## src/rtl/gin_multicast.sv

```systemverilog
// ----------------------------------------------------------------------------
// gin_multicast
//   Global input network for one data type (ifmap, filter or ipsum). Accepts
//   tagged words from the PE-array controller, holds one word in a single
//   entry, and multicasts it to every PE whose scanned-in (XID, YID) matches
//   the (tag_X, tag_Y) it arrived with. The entry frees once every targeted
//   PE has completed its own handshake.
//
// Ports
//   clk, rst_n            clock, asynchronous active-low reset
//   set_XID, XID_scan_in  shift one value into the per-PE XID chain
//   set_YID, YID_scan_in  shift one value into the per-row YID chain
//   tag_X, tag_Y          destination tag, qualified by GLB_valid
//   GLB_valid, GLB_ready  controller-side handshake (GLB_ready combinational)
//   data_in               payload from the controller
//   PE_ready              per-PE ready, bit i = PE(row i/COL, col i%COL)
//   PE_valid              per-PE valid
//   PE_data               buffered payload, broadcast to all PEs
// ----------------------------------------------------------------------------
module gin_multicast #(
   parameter int unsigned NUMS_PE_ROW = 6,
   parameter int unsigned NUMS_PE_COL = 8,
   parameter int unsigned XID_BITS    = 5,
   parameter int unsigned YID_BITS    = 3,
   parameter int unsigned DATA_BITS   = 32
) (
   input  logic                               clk,
   input  logic                               rst_n,
   input  logic                               set_XID,
   input  logic [XID_BITS-1:0]                XID_scan_in,
   input  logic                               set_YID,
   input  logic [YID_BITS-1:0]                YID_scan_in,
   input  logic [XID_BITS-1:0]                tag_X,
   input  logic [YID_BITS-1:0]                tag_Y,
   input  logic                               GLB_valid,
   output logic                               GLB_ready,
   input  logic [DATA_BITS-1:0]               data_in,
   input  logic [NUMS_PE_ROW*NUMS_PE_COL-1:0] PE_ready,
   output logic [NUMS_PE_ROW*NUMS_PE_COL-1:0] PE_valid,
   output logic [DATA_BITS-1:0]               PE_data
);

   localparam int unsigned N = NUMS_PE_ROW * NUMS_PE_COL;

   // ------------------------------------------------------------------------
   // ID scan chains
   // ------------------------------------------------------------------------
   logic [XID_BITS-1:0] xid_q [N];
   logic [XID_BITS-1:0] xid_d [N];
   logic [YID_BITS-1:0] yid_q [NUMS_PE_ROW];
   logic [YID_BITS-1:0] yid_d [NUMS_PE_ROW];

   // Shift toward index 0; new value enters at the top so that after a full
   // pass the value shifted on step j lands in entry j.
   always_comb begin
      xid_d = xid_q;
      if (set_XID) begin
         for (int unsigned k = 0; k < N - 1; k++) begin
            xid_d[k] = xid_q[k+1];
         end
         xid_d[N-1] = XID_scan_in;
      end
   end

   always_comb begin
      yid_d = yid_q;
      if (set_YID) begin
         for (int unsigned k = 0; k < NUMS_PE_ROW - 1; k++) begin
            yid_d[k] = yid_q[k+1];
         end
         yid_d[NUMS_PE_ROW-1] = YID_scan_in;
      end
   end

   // ID chain registers
   always_ff @(posedge clk or negedge rst_n) begin
      if (!rst_n) begin
         for (int unsigned k = 0; k < N; k++) begin
            xid_q[k] <= '0;
         end
         for (int unsigned k = 0; k < NUMS_PE_ROW; k++) begin
            yid_q[k] <= '0;
         end
      end else begin
         xid_q <= xid_d;
         yid_q <= yid_d;
      end
   end

   // ------------------------------------------------------------------------
   // Tag match against the current (pre-shift) IDs
   // ------------------------------------------------------------------------
   logic [N-1:0] match_c;

   for (genvar gi = 0; gi < N; gi++) begin : g_match
      localparam int unsigned ROW = gi / NUMS_PE_COL;
      assign match_c[gi] = (xid_q[gi] == tag_X) && (yid_q[ROW] == tag_Y);
   end

   // ------------------------------------------------------------------------
   // Single buffer entry
   // ------------------------------------------------------------------------
   logic                 full_q, full_d;
   logic [DATA_BITS-1:0] data_q, data_d;
   logic [N-1:0]         mask_q, mask_d;
   logic [N-1:0]         done_q, done_d;

   logic [N-1:0]         hs_c;
   logic                 finish_c;
   logic                 accept_c;

   assign PE_valid  = {N{full_q}} & mask_q & ~done_q;
   assign PE_data   = data_q;
   assign hs_c      = PE_valid & PE_ready;

   // Entry is finished when every targeted PE is done or handshakes now;
   // an empty mask therefore finishes in its first full cycle.
   assign finish_c  = full_q & ~(|(mask_q & ~(done_q | hs_c)));
   assign GLB_ready = ~full_q | finish_c;
   assign accept_c  = GLB_valid & GLB_ready;

   // Entry next state: accept overrides free so a finish cycle reloads.
   always_comb begin
      full_d = full_q;
      data_d = data_q;
      mask_d = mask_q;
      done_d = done_q | hs_c;
      if (accept_c) begin
         full_d = 1'b1;
         data_d = data_in;
         mask_d = match_c;
         done_d = '0;
      end else if (finish_c) begin
         full_d = 1'b0;
         mask_d = '0;
         done_d = '0;
      end
   end

   // Entry registers
   always_ff @(posedge clk or negedge rst_n) begin
      if (!rst_n) begin
         full_q <= 1'b0;
         data_q <= '0;
         mask_q <= '0;
         done_q <= '0;
      end else begin
         full_q <= full_d;
         data_q <= data_d;
         mask_q <= mask_d;
         done_q <= done_d;
      end
   end

endmodule

```

## config.mk

```make
export PLATFORM = sky130hd
export DESIGN_NAME = gin_multicast
export DESIGN_NICKNAME = d
export VERILOG_FILES = /design/src/rtl/gin_multicast.sv
export SDC_FILE = /design/constraint.sdc
export NUM_CORES = 1
export LEC_CHECK = 0
export BUFFER_PORTS_ARGS = -buffer_cell sky130_fd_sc_hd__buf_2
export CAP_MARGIN = 0
export CORE_MARGIN = 2
export CORE_UTILIZATION = 30
export CTS_CLUSTER_DIAMETER = 60
export CTS_CLUSTER_SIZE = 14
export DETAILED_ROUTE_END_ITERATION = 12
export PLACE_DENSITY = 0.46
export SYNTH_ARGS = -nofsm -noshare
export SYNTH_HDL_FRONTEND = slang
export SYNTH_SLANG_ARGS = --single-unit
```

## constraint.sdc

```tcl
create_clock -name clk -period 3.55 [get_ports clk]
set_clock_uncertainty 0.05 [all_clocks]
set_input_delay 0.5325 -clock clk [delete_from_list [all_inputs] [get_ports clk]]
set_output_delay 0.5325 -clock clk [all_outputs]
set_load 0.05 [all_outputs]
```

* Word-level counts from Yosys, hierarchy flattened
Index checks and enable logic that the tools add are counted.
** Storage, ports and cells
- Bits in registers :: 387
- Latch bits :: 0
- Bits in writable memories :: 0
- Bits in read-only memories :: 0
- Bits of input ports :: 101
- Output and inout bits :: 81
- Logic and storage cells :: 180
- Memories kept :: 0
** Cells by class
- Add/sub/neg operators :: 0
- Multiply operators :: 0
- Divide/modulo/power cells :: 0
- Order comparisons :: 0
- Equality and inequality tests :: 54
- Shift-type cells :: 0
- Muxes and demuxes :: 6
- Bitwise gates (word level) :: 12
- Reduce and logical (&&, ||, !) cells :: 50
** Operators by type and width (count)
- $eq 5x5->1 :: 48
- $and 48x48->48 :: 4
- $mux 48 :: 4
- $not 48->48 :: 2
- $logic_and 1x1->1 :: 48
- $or 48x48->48 :: 1
- $reduce_or 48->1 :: 1
- $eq 3x3->1 :: 6
- $and 1x1->1 :: 2
- $mux 1 :: 2
- $not 1->1 :: 2
- $reduce_bool 2->1 :: 1
- $or 1x1->1 :: 1

* Logic depth before layout (Yosys ltp)
- Depth in word-level cells :: 12
- Gate-level depth with buffers :: 9

* Worst setup path before layout
Ideal clock, no wire load.
- Path kind :: input to output
- Start :: input PE_ready[24]
- End :: output GLB_ready
- Data arrival time :: 2.482 ns
- Data required time :: 2.967 ns
- Slack :: 0.486 ns
- Cell stages on the path :: 8
- Buffers on the path :: 2
- Path through :: nor2_1 > o2bb2ai_1 > or3_1 > or4_1 > buf_2 > o31a_4 > buf_6 > inv_1
** Between the ends
- Word-level cells in the longest chain between the ends :: 8
** Ends and longest elaborated chain
- start: declaration :: line 38 : input logic [NUMS_PE_ROW*NUMS_PE_COL-1:0] PE_ready,
- $and 48x48->48 :: line 114 : assign hs_c = PE_valid & PE_ready;
- $or 48x48->48 :: line 118 : assign finish_c = full_q & ~(|(mask_q & ~(done_q | hs_c)));
- $not 48->48 :: line 118
- $and 48x48->48 :: line 118
- $reduce_or 48->1 :: line 118
- $not 1->1 :: line 118
- $and 1x1->1 :: line 118
- $or 1x1->1 :: line 119 : assign GLB_ready = ~full_q | finish_c;
- end: declaration :: line 36 : output logic GLB_ready,
No other way between the ends.

* Final worst setup path
- Start :: register mask_q[19]
- End :: output GLB_ready
** Between the ends
- Word-level cells in the longest chain between the ends :: 10
** Ends and longest elaborated chain
- start: declaration :: line 105 : logic [N-1:0] mask_q, mask_d;
- start signal: assignment :: line 150 : mask_q <= mask_d;
- $and 48x48->48 (2 in series) :: line 112 : assign PE_valid = {N{full_q}} & mask_q & ~done_q;
- $and 48x48->48 :: line 114
- $or 48x48->48 :: line 118
- $not 48->48 :: line 118
- $and 48x48->48 * :: line 118
- $reduce_or 48->1 * :: line 118
- $not 1->1 * :: line 118
- $and 1x1->1 * :: line 118
- $or 1x1->1 * :: line 119
Mark *: on every way between the ends. The rest lies on a longest branch, timed or not.

==> metrics <==
hold path startpoint XID_scan_in[4]; Synth area leader dfrtp_1; Skew-Pair Late Insertion Delay 580 ps; residual DRC count 0; Max Root-Sink Buffers 3; placed wire-length estimate 42,020 um; Final nets 2,004; Min Clock Period, post-route 3461 ps; largest net degree at the start of global routing between 100 and 150; total track usage 17.18%; critical path cell sequence nand2b_1 > nor2_1 > or3_1 > or4_1 > o31a_4 > inv_1 > buf_4; Max Cap Viol 0; initial core utilization between 30% and 40%; Arr. time, crit path 2880 ps; DR iter-0 viols 1,108; most common library cells after synthesis dfrtp_1, mux2_2, xnor2_1, clkbuf_1, xor2_1; I/O pin cnt 182; TritonCTS buffer count 43; Reg power frac approximately 41%; cell family with most CP delay simple AND/OR/NAND/NOR gates; async set or reset register ratio after synthesis 100.0%; P_sw 0.005144 W; H-tree depth 2; die height approximately 260 um; via count 14,700; vias per inst 5.233; final worst path period share a little over nine tenths; Post-Syn Instances 1,763; Slew Limit Headroom 41.81%; slowest stage cell on the critical path or4_1; initial antenna violation count 1; Worst Hold Path Cells 2; CTS tree yes; Final Hold Fails 0; min-delay worst type input port to flip-flop; die width roughly 260 um; clock root buffer clkbuf_16; met2 wire length around 26,000 um; Achievable Freq 288.9 MHz; vias in the first global route about 15,000; crit-path max FO 4; worst vdd ir 0.0003762 V; status complete, no violations; average wire per standard cell 21.40 um; share of cells above drive strength 1 31.16%; pwr/cell area 631.7 mW/mm2; worst reg2reg setup slack roughly 610 ps; Crit Path Category flip-flop to output port; gpl congestion between 0.8 and 0.9; Main synth FF type dfrtp_1; Post-synth EDFFs 0; Critical Path Start Type flip-flop; Syn Nets around 1,900; Distinct cells, synth between 40 and 50; Critical path buffers and inverters 2; post-route ant nets 0; crit end category output port; reg2reg start mask_q[12]$_DFFE_PN0P_; first-pass GRT wire length 93,090 um; Finished Layout Cells 2,809; total grt overflow 0; met3 WL 3295 um; Core Region 0.06680 mm2; count leader, synth dfrtp_1; leakage dissipation between 10 and 15 nW; Comb pwr share a little over a quarter; Internal 0.009815 W; worst-margin pin slew slightly below 900 ps; reg-to-reg endpoint done_q[16]$_DFF_PN0_; post-placement cell count 2,728; Setup TNS 0 ps; clock share of power 32.6%; count of state elements after synthesis between 300 and 400; fin. max-slew vios 0; switch share 34.39%; # port buffers 181; top routing layer used met5; Warnings, synthesis 0; DRT Wirelength 60,100 um; Hold EP xid_q[4]$_DFFE_PN0P_; Met1 Wirelength 29,550 um; FILL cells 6,719; Setup Viol. Count Final 0; clock-pin slew on the worst setup and hold paths 70 ps; Required @ worst endpoint between 2000 and 3000 ps; Die ar. between 0.06 and 0.07 mm2; R2R cell count 7; row count between 90 and 100; TritonCTS Sinks between 300 and 400; TritonRoute pass-1 iters 5; Area Growth Syn to Fin 17.47%; RSZ-0062 raised after global routing false; register area share after synthesis 48.04%; Post-Syn Area 0.02016 mm2; post-synth top area share 48.04%; Worst path max stage delay 590 ps; main area contributors after synthesis dfrtp_1, mux2_2, xnor2_1; Syn Area/Cell 11.43 um2
-- cells by family (layout without fill, tap and decap cells) --
kind of cell	count (synthesis)	count (layout)	share of synthesized area [%]
and+or+nand+nor	436	436	11.91
DFF	387	387	48.04
muxes	306	306	16.79
xor gates and xnor gates	258	258	11.21
AOI/OAI and AO/OA	216	216	8.590
buffers and inverters	160	332	3.457
other	0	1	0
-- timing repair --
item,in CTS,in global routing
setup buffers,0,2
endpoints found under the setup margin,1,1
hold buffers,1,0
gates resized for setup,2,0
endpoints found under the hold margin,19,0
-- state kept, by name (all words and copies together) (netlist names) --
register,flops
yid_q,18
full_q,1
PE_data,32
xid_q,240
done_q,48
mask_q,48
-- worst max path at each step --
stage / start / endpoint / slack, ps / depth (start not counted)
global placement: PE_ready[24] / GLB_ready / 380 / 8
detailed placement: PE_ready[24] / GLB_ready / 400 / 8
global route: mask_q[19]$_DFFE_PN0P_ / GLB_ready / 10 / 7
finish: mask_q[19]$_DFFE_PN0P_ / GLB_ready / 90 / 7
floorplan: PE_ready[24] / GLB_ready / 490 / 8
CTS: mask_q[6]$_DFFE_PN0P_ / GLB_ready / 50 / 7
-- per-layer routing --
| metal | up-vias | track usage (%) |
|---|---|---|
| li1 | 6755 | - |
| met1 | 7461 | 25.77 |
| met2 | 408 | 25.52 |
| met3 | 74 | 3.143 |
| met5 | - | 0 |
| met4 | 2 | 3.876 |
-- power by group through the flow --
stage	logic (W)	registers, W	clock network, W
2_1_floorplan	0.00248	0.00651	0
3_3_place_gp	0.00388	0.00622	0
3_5_place_dp	0.00393	0.00625	0
4_1_cts	0.00396	0.00617	0.00506
5_1_grt	0.00424	0.00632	0.00521
6_report	0.00391	0.00617	0.00488
-- stage by stage --
stage | util (%) | instance area (um2) | power [W] | hold slack, ps | worst slack [ps]
2_1_floorplan | - | 20160 | 0.008987 | 186.9 | 485.7
3_3_place_gp | 33.14 | 22140 | 0.01010 | 349.0 | 384.7
3_5_place_dp | 33.14 | 22140 | 0.01018 | 355.9 | 396.3
4_1_cts | 35.42 | 23660 | 0.01518 | 90.77 | 54.85
5_1_grt | 35.45 | 23680 | 0.01577 | 113.3 | 11.17
6_report | 35.45 | 23680 | 0.01496 | 131.8 | 88.86
-- area by class of cell --
class                      count  area (um2)  area share, %
tap                          873        1092          4.612
timing repair buffer         241        1538          6.493
clock buffer                  49        1140          4.813
inverter                      14       52.55         0.2219
clock inverter                28       370.4          1.564
multi-input combinational   1216        9798          41.37
antenna                        1       2.502        0.01057
sequential                   387        9688          40.91
-- layout by cell type, fill, tap and decap left out, types with 12 or more instances in the layout --
master	count
nor2_1	92
mux2i_1	48
dfrtp_1	386
o311ai_0	32
nor3b_1	23
a31oi_1	48
inv_1	14
a22oi_1	32
buf_12	12
a221o_1	48
xor2_1	96
and3_1	50
nor3_1	40
nor3_2	21
mux2_2	258
nand3_1	88
nor4_1	61
clkbuf_16	44
buf_2	177
buf_4	48
nand2b_1	12
o211ai_1	32
nand2_1	24
xnor2_1	162
No activity file was read; power rests on OpenSTA's default activity.
